File: config.mk
export PLATFORM = sky130hd
export DESIGN_NAME = stopwatch_seg7_scan_flat
export DESIGN_NICKNAME = d
export VERILOG_FILES = /design/src/rtl/stopwatch_seg7_scan_pkg.sv /design/src/rtl/stopwatch_seg7_scan_if.sv /design/src/rtl/stopwatch_seg7_scan_bcd_to_seg7.sv /design/src/rtl/stopwatch_seg7_scan.sv /design/src/flat_wrapper.sv
export SDC_FILE = /design/constraint.sdc
export NUM_CORES = 1
export LEC_CHECK = 0
export BUFFER_PORTS_ARGS = -buffer_cell sky130_fd_sc_hd__buf_4
export CAP_MARGIN = 20
export CORE_MARGIN = 8
export CORE_UTILIZATION = 50
export CTS_BUF_LIST = sky130_fd_sc_hd__clkbuf_4 sky130_fd_sc_hd__clkbuf_8 sky130_fd_sc_hd__clkbuf_16
export DETAILED_ROUTE_END_ITERATION = 7
export HOLD_SLACK_MARGIN = 0.1
export PLACE_DENSITY = 0.78
export SLEW_MARGIN = 15
export SYNTH_ARGS = -nofsm -noshare
export SYNTH_HDL_FRONTEND = slang
export SYNTH_SLANG_ARGS = --single-unit
File: constraint.sdc
create_clock -name clk -period 2.5 [get_ports clk]
set_input_delay 0.25 -clock clk [delete_from_list [all_inputs] [get_ports clk]]
set_output_delay 0.25 -clock clk [all_outputs]
set_load 0.1 [all_outputs]
File: src/rtl/stopwatch_seg7_scan_pkg.sv
// Shared types and constants for the stopwatch seven-segment scanner.
// Active-low segment codes {a,b,c,d,e,f,g,dp}, snapshot layout, defaults.
package stopwatch_seg7_scan_pkg;

  localparam int unsigned SCAN_DIV_DEF = 100000;
  localparam int unsigned CNT_W_DEF    = 17;

  localparam logic [1:0] DIGIT_DP = 2'd2;

  localparam logic [7:0] SEG_0     = 8'h03;
  localparam logic [7:0] SEG_1     = 8'h9F;
  localparam logic [7:0] SEG_2     = 8'h25;
  localparam logic [7:0] SEG_3     = 8'h0D;
  localparam logic [7:0] SEG_4     = 8'h99;
  localparam logic [7:0] SEG_5     = 8'h49;
  localparam logic [7:0] SEG_6     = 8'h41;
  localparam logic [7:0] SEG_7     = 8'h1F;
  localparam logic [7:0] SEG_8     = 8'h01;
  localparam logic [7:0] SEG_9     = 8'h09;
  localparam logic [7:0] SEG_DASH  = 8'hFD;
  localparam logic [7:0] SEG_BLANK = 8'hFF;

  typedef struct packed {
    logic [3:0] sec_ten;
    logic [3:0] sec_uni;
    logic [3:0] msec_ten;
    logic [3:0] msec_uni;
  } snap_t;

endpackage

File: src/rtl/stopwatch_seg7_scan_if.sv
// Stopwatch digits and display controls feeding the scanner.
// master: stopwatch/board side drives; slave: scanner samples.
interface stopwatch_seg7_scan_if;
  logic [3:0] sec_ten;
  logic [3:0] sec_uni;
  logic [3:0] msec_ten;
  logic [3:0] msec_uni;
  logic       disp_en;
  logic       blank_lead;
  logic       dp_en;

  modport master (
    output sec_ten, sec_uni, msec_ten, msec_uni,
    output disp_en, blank_lead, dp_en
  );

  modport slave (
    input sec_ten, sec_uni, msec_ten, msec_uni,
    input disp_en, blank_lead, dp_en
  );
endinterface

File: src/rtl/stopwatch_seg7_scan_bcd_to_seg7.sv
// BCD to active-low seven-segment code, dp off; dash for codes above 9.
// Ports: bcd_i (4b BCD), seg_o (8b {a..g,dp}, active low).
module bcd_to_seg7
  import stopwatch_seg7_scan_pkg::*;
(
  input  logic [3:0] bcd_i,
  output logic [7:0] seg_o
);

  always_comb begin
    seg_o = SEG_DASH;
    case (bcd_i)
      4'd0:    seg_o = SEG_0;
      4'd1:    seg_o = SEG_1;
      4'd2:    seg_o = SEG_2;
      4'd3:    seg_o = SEG_3;
      4'd4:    seg_o = SEG_4;
      4'd5:    seg_o = SEG_5;
      4'd6:    seg_o = SEG_6;
      4'd7:    seg_o = SEG_7;
      4'd8:    seg_o = SEG_8;
      4'd9:    seg_o = SEG_9;
      default: seg_o = SEG_DASH;
    endcase
  end

endmodule

File: src/rtl/stopwatch_seg7_scan.sv
// Scans four stopwatch BCD digits onto a common-anode display as "SS.mm".
// Ports: clk, rst_n, bus (digits + controls), ssd_ctl anodes, ssd_out segs.
module stopwatch_seg7_scan
  import stopwatch_seg7_scan_pkg::*;
#(
  parameter int unsigned SCAN_DIV = SCAN_DIV_DEF,
  parameter int unsigned CNT_W    = CNT_W_DEF
) (
  input  logic                         clk,
  input  logic                         rst_n,
  stopwatch_seg7_scan_if.slave         bus,
  output logic [3:0]                   ssd_ctl,
  output logic [7:0]                   ssd_out
);

  logic [CNT_W-1:0] pre_q, pre_d;
  logic [1:0]       idx_q, idx_d;
  snap_t            snap_q, snap_d;
  logic             run_q, run_d;
  logic [3:0]       ctl_q, ctl_d;
  logic [7:0]       out_q, out_d;
  logic             tick;
  logic [3:0]       dig;
  logic [7:0]       seg;

  assign tick = (pre_q == CNT_W'(SCAN_DIV - 1));

  always_comb begin
    pre_d  = tick ? '0 : pre_q + 1'b1;
    idx_d  = tick ? idx_q + 2'd1 : idx_q;
    run_d  = run_q | tick;
    snap_d = snap_q;
    // Sample all four digits together at frame start so a frame never tears.
    if (tick && idx_q == 2'd3) begin
      snap_d.sec_ten  = bus.sec_ten;
      snap_d.sec_uni  = bus.sec_uni;
      snap_d.msec_ten = bus.msec_ten;
      snap_d.msec_uni = bus.msec_uni;
    end
  end

  always_comb begin
    dig = snap_q.msec_uni;
    unique case (idx_q)
      2'd0: dig = snap_q.msec_uni;
      2'd1: dig = snap_q.msec_ten;
      2'd2: dig = snap_q.sec_uni;
      2'd3: dig = snap_q.sec_ten;
    endcase
  end

  bcd_to_seg7 u_dec (
    .bcd_i (dig),
    .seg_o (seg)
  );

  // Stay dark until the first tick has loaded a real snapshot.
  always_comb begin
    ctl_d = 4'b1111;
    out_d = SEG_BLANK;
    if (run_q) begin
      out_d = seg;
      if (idx_q == DIGIT_DP && bus.dp_en)
        out_d[0] = 1'b0;
      if (idx_q == 2'd3 && bus.blank_lead &&
          snap_q.sec_ten == 4'd0)
        out_d = SEG_BLANK;
      if (bus.disp_en)
        ctl_d = ~(4'b0001 << idx_q);
    end
  end

  always_ff @(posedge clk or negedge rst_n) begin
    if (!rst_n) begin
      pre_q  <= '0;
      idx_q  <= 2'd3;
      snap_q <= '0;
      run_q  <= 1'b0;
      ctl_q  <= 4'b1111;
      out_q  <= SEG_BLANK;
    end else begin
      pre_q  <= pre_d;
      idx_q  <= idx_d;
      snap_q <= snap_d;
      run_q  <= run_d;
      ctl_q  <= ctl_d;
      out_q  <= out_d;
    end
  end

  assign ssd_ctl = ctl_q;
  assign ssd_out = out_q;

endmodule

File: src/flat_wrapper.sv
// flat-port wrapper written by rule: the top's interface ports become plain ports
module stopwatch_seg7_scan_flat import stopwatch_seg7_scan_pkg::*;
#(
  parameter int unsigned SCAN_DIV = SCAN_DIV_DEF,
  parameter int unsigned CNT_W    = CNT_W_DEF
)
  (clk, rst_n, ssd_ctl, ssd_out, bus_sec_ten, bus_sec_uni, bus_msec_ten, bus_msec_uni, bus_disp_en, bus_blank_lead, bus_dp_en);
  stopwatch_seg7_scan_if bus_i ();
  input  logic clk;
  input  logic rst_n;
  output logic [3:0] ssd_ctl;
  output logic [7:0] ssd_out;
  input wire logic [$bits(bus_i.sec_ten)-1:0] bus_sec_ten;
  input wire logic [$bits(bus_i.sec_uni)-1:0] bus_sec_uni;
  input wire logic [$bits(bus_i.msec_ten)-1:0] bus_msec_ten;
  input wire logic [$bits(bus_i.msec_uni)-1:0] bus_msec_uni;
  input wire logic [$bits(bus_i.disp_en)-1:0] bus_disp_en;
  input wire logic [$bits(bus_i.blank_lead)-1:0] bus_blank_lead;
  input wire logic [$bits(bus_i.dp_en)-1:0] bus_dp_en;
  assign bus_i.sec_ten = bus_sec_ten;
  assign bus_i.sec_uni = bus_sec_uni;
  assign bus_i.msec_ten = bus_msec_ten;
  assign bus_i.msec_uni = bus_msec_uni;
  assign bus_i.disp_en = bus_disp_en;
  assign bus_i.blank_lead = bus_blank_lead;
  assign bus_i.dp_en = bus_dp_en;
  stopwatch_seg7_scan #(.SCAN_DIV(SCAN_DIV), .CNT_W(CNT_W)) u_core (.clk(clk), .rst_n(rst_n), .bus(bus_i), .ssd_ctl(ssd_ctl), .ssd_out(ssd_out));
endmodule
==> impl_metrics.json, run 1 <==
{
  "status": "finished clean",
  "ant_nets": 0,
  "p_sw_share_pct": 21.79,
  "drive_above_1_share_pct": 33.04,
  "drt-total-wl_um": 4405,
  "tightest_slew_ns": 0.5663,
  "num_vias": 1525,
  "fin_area_sq_um": 2693,
  "synth_ff_type": "dfrtp_1",
  "design_power_total_mw": 1.334,
  "dieArea_sq_um": 7053,
  "reg2reg_slack_ns": 0.23,
  "fmax_ghz": 0.4404,
  "dp_hpwl_um": 3206,
  "grtUsageTotal_pct": 13.08,
  "grt_pass1_wl_um": 7610,
  "crit_buf_inv": 1,
  "hold_end": "u_core.ssd_ctl[0]$_DFF_PN1_",
  "antenna_found_initial": 0,
  "setup_viol": 0,
  "switching_power_uw": 290.7,
  "area_growth_syn_to_layout_pct": 16.51,
  "cts_inserted_buffers": 5,
  "slew_headroom_pct": 62.25,
  "viasPerCell": 5.466,
  "fin_crit_ns": 2.271,
  "yosys_warnings": 0,
  "clkLatencyLatePin_ns": 0.30,
  "initial_core_util_pct": 52.35,
  "synth.distinct_cells": 38,
  "post-route-drc-count": 0,
  "power.leakage_nw": 1.228,
  "dpl.cell_count": 269,
  "synthArstFlopShare_pct": 100.0,
  "worst_clock_skew_ns": 0.01188,
  "power_per_cell_area_nw_per_um2": 495.3,
  "root_buffer": "clkbuf_8",
  "cts.path.max_buffers": 2,
  "yosysSeqAreaShare_pct": 52.73,
  "rows": 24,
  "nNetsFinal": 258,
  "post-route-period-util_pct": 90.84,
  "slew_violations": 0,
  "holdWs_ns": 0.1445,
  "synth_seq_cells": 48,
  "cp.required_ns": 2.71,
  "cp_top_family": "compound AO/OA/AOI/OAI gates",
  "yosysTopAreaCellShare_pct": 36.82,
  "synth_largest_area_cell": "dfrtp_1",
  "hp-start": "bus_disp_en",
  "hold_class": "input port to register",
  "synth-edff-count": 0,
  "syn-instance-count": 187,
  "cp-end-kind": "register",
  "htree_num_levels": 2,
  "clock_sinks": 48,
  "die_w_um": 83.99,
  "final_cells": 279,
  "worstSetupPathType": "register to register",
  "rsz0062_at_grt": "false",
  "grt_pass1_vias": 1616,
  "r2r_start": "u_core.idx_q[1]$_DFFE_PN1N_",
  "wl_per_cell_um": 15.79,
  "antennaDiodeCount": 0,
  "pin_count": 33,
  "hold_viol_final": 0,
  "first_pass_iters": 4,
  "cp_data_arrival_time_ns": 2.49,
  "first_iter_violations": 70,
  "gp_congestion": 0.8717,
  "design.core.area_sq_um": 4414,
  "reg2reg_to": "u_core.ssd_out[3]$_DFF_PN1_",
  "avgSynthCellArea_sq_um": 12.36,
  "grt_max_degree": 49,
  "crit_path_start_kind": "register",
  "nFillCells": 348,
  "port_buffers": 32,
  "grt_overflow": 0,
  "netlist_top_cells_area": "dfrtp_1, dfstp_2, mux2_4",
  "die_y_um": 83.99,
  "path_clk_slew_ns": 0.08,
  "max_cap_violations": 0,
  "cts_tree": "done",
  "irDropWorstVdd_mv": 0.2685,
  "path_cells": "inv_1, ha_1, a222oi_1, a21oi_1, ha_1, a211oi_1, a211oi_1, o21ai_0",
  "placed_cell_area_sq_um": 2584,
  "pwr-share-clk_pct": 33.6,
  "cp_max_fo": 7,
  "p_int_mw": 1.043,
  "tns_ns": 0,
  "cpPeakStageDelay_ns": 0.55,
  "slowest_stage": "dfstp_2",
  "r2r_cells": 8,
  "p_seq_share_pct": 60.0,
  "p_comb_share_pct": 6.4,
  "synth_nets": 219,
  "netlist_area_sq_um": 2311,
  "cts_resized": 0,
  "hold_path_depth": 2
}
-- sequential cells by signal (all words and copies together), names as in the netlist --
register,cells
u_core.ssd_out,8
u_core.idx_q,2
u_core.run_q,1
u_core.pre_q,17
u_core.ssd_ctl,4
u_core.snap_q,16
-- worst reg2reg max path: cells and delay by family, from the launching register on --
| kind | cells | cell delay (ns) |
|---|---|---|
| compound gates | 5 | 1.05 |
| fa+ha+maj | 2 | 0.49 |
| buf+inv | 1 | 0.09 |
| flops | 1 | 0.55 |
-- power by group through the flow --
stage / clock [mW] / combinational (mW) / sequential (mW)
2_1_floorplan: 0 / 0.0383 / 0.810
3_3_place_gp: 0 / 0.0830 / 0.814
3_5_place_dp: 0 / 0.0840 / 0.814
4_1_cts: 0.466 / 0.0874 / 0.800
5_1_grt: 0.493 / 0.0962 / 0.802
6_report: 0.448 / 0.0858 / 0.800
-- placed cells by master (no fill, tap or decap), drive strengths merged, types with 2 or more instances in the layout --
| cell | instances |
|---|---|
| nand2 | 7 |
| nor3 | 3 |
| nand3 | 9 |
| clkbuf | 6 |
| o21ai | 7 |
| dfrtp | 34 |
| dfstp | 14 |
| xnor2 | 9 |
| mux2i | 4 |
| and4 | 4 |
| a211oi | 2 |
| and3 | 2 |
| nor2 | 8 |
| mux2 | 16 |
| inv | 11 |
| nor4b | 2 |
| ha | 11 |
| nor2b | 5 |
| a21oi | 10 |
| xor2 | 4 |
| nand4 | 5 |
| a222oi | 3 |
| a21o | 2 |
| dlygate4sd3 | 2 |
| buf | 34 |
-- metal layers --
layer | track usage, % | share of wire, %
met1 | 14.95 | 45
met2 | 22.53 | 50
met3 | 3.711 | 4.7
met4 | 4.710 | 0.89
met5 | 0 | 0
-- through the flow --
stage | util (%) | setup WS, ns
3_3_place_gp | 58.53 | 0.4143
6_report | 61.00 | 0.2291
5_1_grt | 61.00 | 0.09261
3_5_place_dp | 58.53 | 0.3211
2_1_floorplan | - | 0.5384
4_1_cts | 61.00 | 0.2855
-- worst max-delay path by stage --
| stage | cells past startpoint | start | to | slack (ns) |
|---|---|---|---|---|
| 6_report | 8 | u_core.idx_q[1]$_DFFE_PN1N_ | u_core.ssd_out[3]$_DFF_PN1_ | 0.23 |
| 3_5_place_dp | 8 | u_core.idx_q[1]$_DFFE_PN1N_ | u_core.ssd_out[3]$_DFF_PN1_ | 0.32 |
| 2_1_floorplan | 8 | u_core.idx_q[1]$_DFFE_PN1N_ | u_core.ssd_out[3]$_DFF_PN1_ | 0.54 |
| 5_1_grt | 9 | u_core.idx_q[0]$_DFFE_PN1N_ | u_core.ssd_out[2]$_DFF_PN1_ | 0.09 |
| 4_1_cts | 7 | u_core.idx_q[0]$_DFFE_PN1N_ | u_core.ssd_out[5]$_DFF_PN1_ | 0.29 |
| 3_3_place_gp | 8 | u_core.idx_q[1]$_DFFE_PN1N_ | u_core.ssd_out[3]$_DFF_PN1_ | 0.41 |
-- area by class of cell --
type                    count  area [sq um]  area share (%)
clock inverters             2         12.51          0.4647
well taps                  52         65.06           2.416
clock buffers               6         76.32           2.835
repair buffers             36         275.3           10.22
inverters                  11         41.29           1.533
multi-input cells         124          1003           37.27
flip-flops and latches     48          1219           45.26
-- what timing repair did --
item	CTS	global route
endpoints found under the hold margin	35	0
hold buffers	2	0
setup buffers	0	0
-- cell usage after synthesis (4+ instances only) --
master   instances
dfrtp_1         34
dfstp_2         14
ha_1            11
inv_1           11
a21oi_1         10
mux2_4          10
nand3_1          9
xnor2_1          9
nor2_1           8
o21ai_0          7
mux2_2           6
nand2_1          6
nand4_1          5
nor2b_1          5
and4_1           4
mux2i_1          4
xor2_1           4
-- logic make-up (layout without fill, tap and decap cells) --
kind of cell / Yosys count / in the layout / synth area share (%)
buffers and inverters: 15 / 55 / 3.844
adders and majority gates: 11 / 11 / 5.956
and+or+nand+nor: 52 / 52 / 13.81
DFF: 48 / 48 / 52.73
muxes: 20 / 20 / 11.15
xor gates and xnor gates: 13 / 13 / 4.927
AOI/OAI and AO/OA: 28 / 28 / 7.580
Note: power is estimated with default switching activity, not from simulation.
==> inputs of run 2 (changes only) <==
CORE_UTILIZATION = 56   (was 50)
PLACE_DENSITY = 0.85   (was 0.78)
clock period = 2.2 ns   (was 2.5 ns; I/O delays follow)
==> impl_metrics.json, run 2 (synthesis gave the netlist of run 1 again) <==
{
  "status": "finished clean",
  "largest_reg_flops": 17,
  "dpl.cell_count": 269,
  "cts_tree": "done",
  "rsz0062_at_grt": "true",
  "worst_clock_skew_ns": 0.01002,
  "clkLatencyLatePin_ns": 0.30,
  "first_iter_violations": 75,
  "grt_pass1_vias": 1595,
  "cp.required_ns": 2.43,
  "max_cap_violations": 0,
  "fin_area_sq_um": 2745,
  "slew_violations": 0,
  "gp_congestion": 0.8415,
  "regMostFlops": "u_core.pre_q",
  "design.core.area_sq_um": 4000,
  "drive_above_1_share_pct": 33.77,
  "ant_nets": 0,
  "placed_cell_area_sq_um": 2596,
  "first_pass_iters": 4,
  "cts.path.max_buffers": 2,
  "antenna_found_initial": 0,
  "initial_core_util_pct": 57.77,
  "hp-start": "bus_msec_ten[0]",
  "r2r_start": "u_core.idx_q[1]$_DFFE_PN1N_",
  "slowest_stage": "dfstp_2",
  "cp_top_family": "compound AO/OA/AOI/OAI gates",
  "final_cells": 281,
  "fmax_ghz": 0.4624,
  "setup_viol": 0,
  "die_y_um": 80.24,
  "drt-total-wl_um": 4590,
  "area_growth_syn_to_layout_pct": 18.79,
  "power_per_cell_area_nw_per_um2": 596.1,
  "grtUsageTotal_pct": 15.48,
  "crit_start": "u_core.idx_q[1]$_DFFE_PN1N_",
  "fin_crit_ns": 2.163,
  "grt_overflow": 0,
  "crit_buf_inv": 1,
  "pre_cts_ws_ns": 0.1048,
  "hold_viol_final": 0,
  "port_buffers": 32,
  "cts_inserted_buffers": 5,
  "irDropWorstVdd_mv": 0.4099,
  "path_clk_slew_ns": 0.09,
  "num_vias": 1554,
  "power.leakage_nw": 1.257,
  "rows": 23,
  "nNetsFinal": 262,
  "post-route-drc-count": 0,
  "clock_sinks": 48,
  "dieArea_sq_um": 6438,
  "wl_per_cell_um": 16.33,
  "path_cells": "inv_1, ha_1, a222oi_1, a21oi_1, ha_1, a211oi_1, a211oi_1, o21ai_1",
  "grt_pass1_wl_um": 7783,
  "die_w_um": 80.24,
  "layout_common_cells": "buf_4, dfrtp_1, dfstp_2",
  "cp_data_arrival_time_ns": 2.39,
  "hold_class": "input port to register",
  "pin_count": 33,
  "dp_hpwl_um": 3313,
  "antennaDiodeCount": 0,
  "cp-end-kind": "register",
  "htree_num_levels": 2,
  "post-route-period-util_pct": 98.30,
  "root_buffer": "clkbuf_8",
  "setup_ws_ns": 0.03747,
  "slew_headroom_pct": 60.50,
  "grt_max_degree": 49,
  "crit_path_start_kind": "register",
  "nFillCells": 272,
  "viasPerCell": 5.530,
  "cpPeakStageDelay_ns": 0.55,
  "design_power_total_mw": 1.636,
  "final_common_cell": "buf_4",
  "reg2reg_slack_ns": 0.04,
  "worstSetupPathType": "register to register",
  "cp_max_fo": 5,
  "tightest_slew_ns": 0.5925
}
[run 2: cell count changes in the layout (fill, tap and decap cells not counted), sizes merged]
cell / delta
dlygate4sd3: +1
buf: +3
clkbuf: -1
bufinv: +1
[run 2: final timing paths]
| path | cells past startpoint | to |
|---|---|---|
| min in group asynchronous | 2 | u_core.snap_q[13]$_DFFE_PN0P_ |
| max in group asynchronous | 2 | u_core.pre_q[15]$_DFF_PN0_ |
| hold / removal | 2 | u_core.snap_q[4]$_DFFE_PN0P_ |
| hold reg to reg | 1 | u_core.pre_q[0]$_DFF_PN0_ |
| setup reg to reg | 8 | u_core.ssd_out[3]$_DFF_PN1_ |
| setup / recovery | 8 | u_core.ssd_out[3]$_DFF_PN1_ |
[run 2: repair_timing]
action | CTS | global route
gates resized for setup | 0 | 2
endpoints found under the hold margin | 38 | 0
hold buffers | 3 | 0
setup buffers | 0 | 1
setup endpoints to repair | 0 | 7
[run 2: per-layer routing]
metal | global-route usage (%) | wire [um] | share of wire (%)
met5 | 0 | 0 | 0
met4 | 5.636 | 85 | 1.9
met3 | 4.911 | 300 | 6.5
met2 | 24.98 | 2228 | 49
met1 | 18.93 | 1975 | 43
[run 2: power by group]
part	internal, mW	leakage (nW)	switching [mW]	total [mW]
sequential	0.898	0.570	0.0115	0.909
combinational	0.0554	0.632	0.0490	0.104
clock	0.336	0.0541	0.286	0.623
[run 2: layout make-up]
cell class	instances	area [sq um]	area share, %
multi-input cells	124	1003	36.55
inverters	11	41.29	1.504
repair buffers	40	307.8	11.21
well taps	50	62.56	2.279
clock inverters	3	42.54	1.550
clock buffers	5	68.82	2.507
flip-flops and latches	48	1219	44.39
[run 2: per-stage QoR]
stage               utilization (%)  TNS [ns]  hold WS, ns
finish                        68.63         0       0.1411
global route                  68.63   -0.1687       0.1344
CTS                           68.44         0       0.1368
detailed placement            64.90         0       0.2576
global placement              64.90         0       0.2540
floorplan                         -         0     -0.07559
==> inputs of run 3 (changes only) <==
CORE_UTILIZATION = 57   (was 56)
PLACE_DENSITY = 0.86   (was 0.85)
SYNTH_HIERARCHICAL = 1   (was default)
==> impl_metrics.json, run 3 <==
{
  "status": "finished with violations",
  "violations": "negative setup slack",
  "largest_reg_flops": 17,
  "synth_seq_cells": 48,
  "synth_common_cells": "dfrtp_1, dfstp_2, ha_1, inv_1, nand2_1",
  "synthMuxAreaShare_pct": 11.28,
  "yosysMostFrequentCell": "dfrtp_1",
  "max_cap_violations": 0,
  "holdWs_ns": 0.1117,
  "yosys.area_share.adder_pct": 5.799,
  "htree_num_levels": 2,
  "port_buffers": 32,
  "tightest_slew_ns": 0.5712,
  "fin_crit_ns": 2.310,
  "hold_class": "input port to register",
  "synth-edff-count": 0,
  "grt.met3_usage_pct": 4.688,
  "avgSynthCellArea_sq_um": 11.99,
  "synthArstFlopShare_pct": 100.0,
  "synth_ff_type": "dfrtp_1",
  "tns_ns": -0.4653,
  "layout_common_cells": "buf_4, dfrtp_1, dfstp_2",
  "cp.required_ns": 2.43,
  "worst_clock_skew_ns": 0.01036,
  "design_power_total_mw": 1.674,
  "slew_headroom_pct": 61.92,
  "yosysTopAreaCellShare_pct": 35.85,
  "netlist_top_cells_area": "dfrtp_1, dfstp_2, mux2_4",
  "crit_path_start_kind": "register",
  "grt_overflow": 0,
  "rows": 23,
  "gr-usage-met2_pct": 27.43,
  "hold_viol_final": 0,
  "viasPerCell": 5.625,
  "design.core.area_sq_um": 4000,
  "synth_largest_area_cell": "dfrtp_1",
  "num_vias": 1693,
  "first_pass_iters": 4,
  "cts_tree": "done",
  "synth-compound-area-share_pct": 5.851,
  "slew_violations": 0,
  "fmax_ghz": 0.4330,
  "final_cells": 301,
  "antennaDiodeCount": 0,
  "area_growth_syn_to_layout_pct": 26.15,
  "synth_top_family_by_area": "simple AND/OR/NAND/NOR gates",
  "drt-total-wl_um": 5213,
  "die_w_um": 80.53,
  "power.leakage_nw": 1.349,
  "regMostFlops": "u_core/pre_q",
  "grtUsageTotal_pct": 16.88,
  "nNetsFinal": 282,
  "dieArea_sq_um": 6485,
  "gp_congestion": 0.8348,
  "synth_xor_area_share_pct": 4.797,
  "irDropWorstVdd_mv": 0.5663,
  "cp_data_arrival_time_ns": 2.54,
  "grtUsageMet1_pct": 20.10,
  "pin_count": 33,
  "antenna_found_initial": 0,
  "initial_core_util_pct": 59.34,
  "cp-end-kind": "register",
  "synth_nets": 230,
  "grt_pass1_vias": 1717,
  "cts_inserted_buffers": 5,
  "grt_pass1_wl_um": 8321,
  "syn-instance-count": 198,
  "die_y_um": 80.53,
  "drive_above_1_share_pct": 48.21,
  "nFillCells": 246,
  "cp_max_fo": 5,
  "worstSetupPathType": "register to register",
  "root_buffer": "clkbuf_8",
  "dp_hpwl_um": 3312,
  "synth-simple-area-share_pct": 17.08,
  "grt_busiest_layer": "met2",
  "post-route-period-util_pct": 105.0,
  "setup_viol": 7,
  "netlist_area_sq_um": 2374,
  "first_iter_violations": 107,
  "synth.distinct_cells": 48,
  "cts.path.max_buffers": 2,
  "clock_sinks": 48,
  "yosysSeqAreaShare_pct": 51.34,
  "grt_max_degree": 49,
  "wl_per_cell_um": 17.32,
  "dpl.cell_count": 286,
  "pre_cts_ws_ns": -0.1125,
  "ant_nets": 0,
  "post-route-drc-count": 0,
  "power_per_cell_area_nw_per_um2": 559.1,
  "setup_ws_ns": -0.1095,
  "final_common_cell": "buf_4",
  "path_clk_slew_ns": 0.08,
  "rsz0062_at_grt": "true",
  "yosys_warnings": 6,
  "clkLatencyLatePin_ns": 0.30
}
## run 3: cell count changes in the layout (fill, tap and decap cells not counted), moves of 4 or more
cell,change
inv_1,-4
ha_1,-7
a21oi_1,-5
buf_4,+14
or2_4,+6
nand2_1,+4
nor2b_1,-4
ha_4,+4
## run 3: report_power, final
| group | total (mW) | internal (mW) | switching, mW |
|---|---|---|---|
| clock | 0.636 | 0.350 | 0.286 |
| sequential | 0.910 | 0.898 | 0.0117 |
| combinational | 0.128 | 0.0695 | 0.0588 |
| total | 1.67 | 1.32 | 0.357 |
## run 3: metal layers
metal  share of wire (%)  up-vias
met1                  41      838
li1                    -      789
met2                  50       56
met4                 2.1        0
met3                 6.1       10
met5                   0        -
## run 3: cells by family after synthesis
| family | after synthesis |
|---|---|
| AND/OR/NAND/NOR | 66 |
| flip-flops | 48 |
| multiplexers | 21 |
| AO/OA/AOI/OAI | 20 |
| buffers and inverters | 18 |
| XOR/XNOR | 13 |
| adder cells (fa/ha/maj) | 11 |
| other | 1 |
## run 3: through the flow
step / utilization [%] / cell area [sq um]
6_report: 74.85 / 2994
2_1_floorplan: - / 2380
5_1_grt: 74.85 / 2994
4_1_cts: 74.10 / 2964
3_3_place_gp: 68.28 / 2731
3_5_place_dp: 68.28 / 2731
## run 3: critical path, stage by stage, from the launching register on
cell and delay (ns):
dfstp_2 0.58, inv_4 0.06, ha_4 0.17, a222oi_1 0.44, mux2i_2 0.23, ha_4 0.22
nor3b_1 0.13, a21o_1 0.17, or2_4 0.24
## run 3: repair_timing
item                                    in CTS  in global routing
endpoints found under the setup margin       7                  7
pin swaps                                    9                  7
endpoints found under the hold margin       34                  0
buffers inserted                             5                  1
hold buffers                                 1                  0
resized for setup                           21                  8
## run 3: cell type report
| type | instances | area (sq um) | share of cell area, % |
|---|---|---|---|
| clock inverters | 2 | 35.03 | 1.170 |
| well taps | 50 | 62.56 | 2.089 |
| inverters | 11 | 43.79 | 1.463 |
| clock buffers | 6 | 76.32 | 2.549 |
| flip-flops and latches | 48 | 1219 | 40.70 |
| repair buffers | 52 | 392.9 | 13.12 |
| multi-input cells | 132 | 1165 | 38.91 |
## run 3: worst paths after layout
| path | startpoint | end | slack, ns | cells after the start |
|---|---|---|---|---|
| worst max-delay path | u_core/idx_q[1]$_DFFE_PN1N_ | u_core/ssd_out[5]$_DFF_PN1_ | -0.11 | 8 |
| worst min-delay path | bus_disp_en | u_core/ssd_ctl[1]$_DFF_PN1_ | 0.11 | 2 |
| worst max register to register | u_core/idx_q[1]$_DFFE_PN1N_ | u_core/ssd_out[5]$_DFF_PN1_ | -0.11 | 8 |
| worst min register to register | u_core/pre_q[0]$_DFF_PN0_ | u_core/pre_q[0]$_DFF_PN0_ | 0.49 | 1 |
| max in group asynchronous | rst_n | u_core/ssd_out[1]$_DFF_PN1_ | 1.35 | 2 |
| min in group asynchronous | rst_n | u_core/snap_q[2]$_DFFE_PN0P_ | 0.45 | 2 |
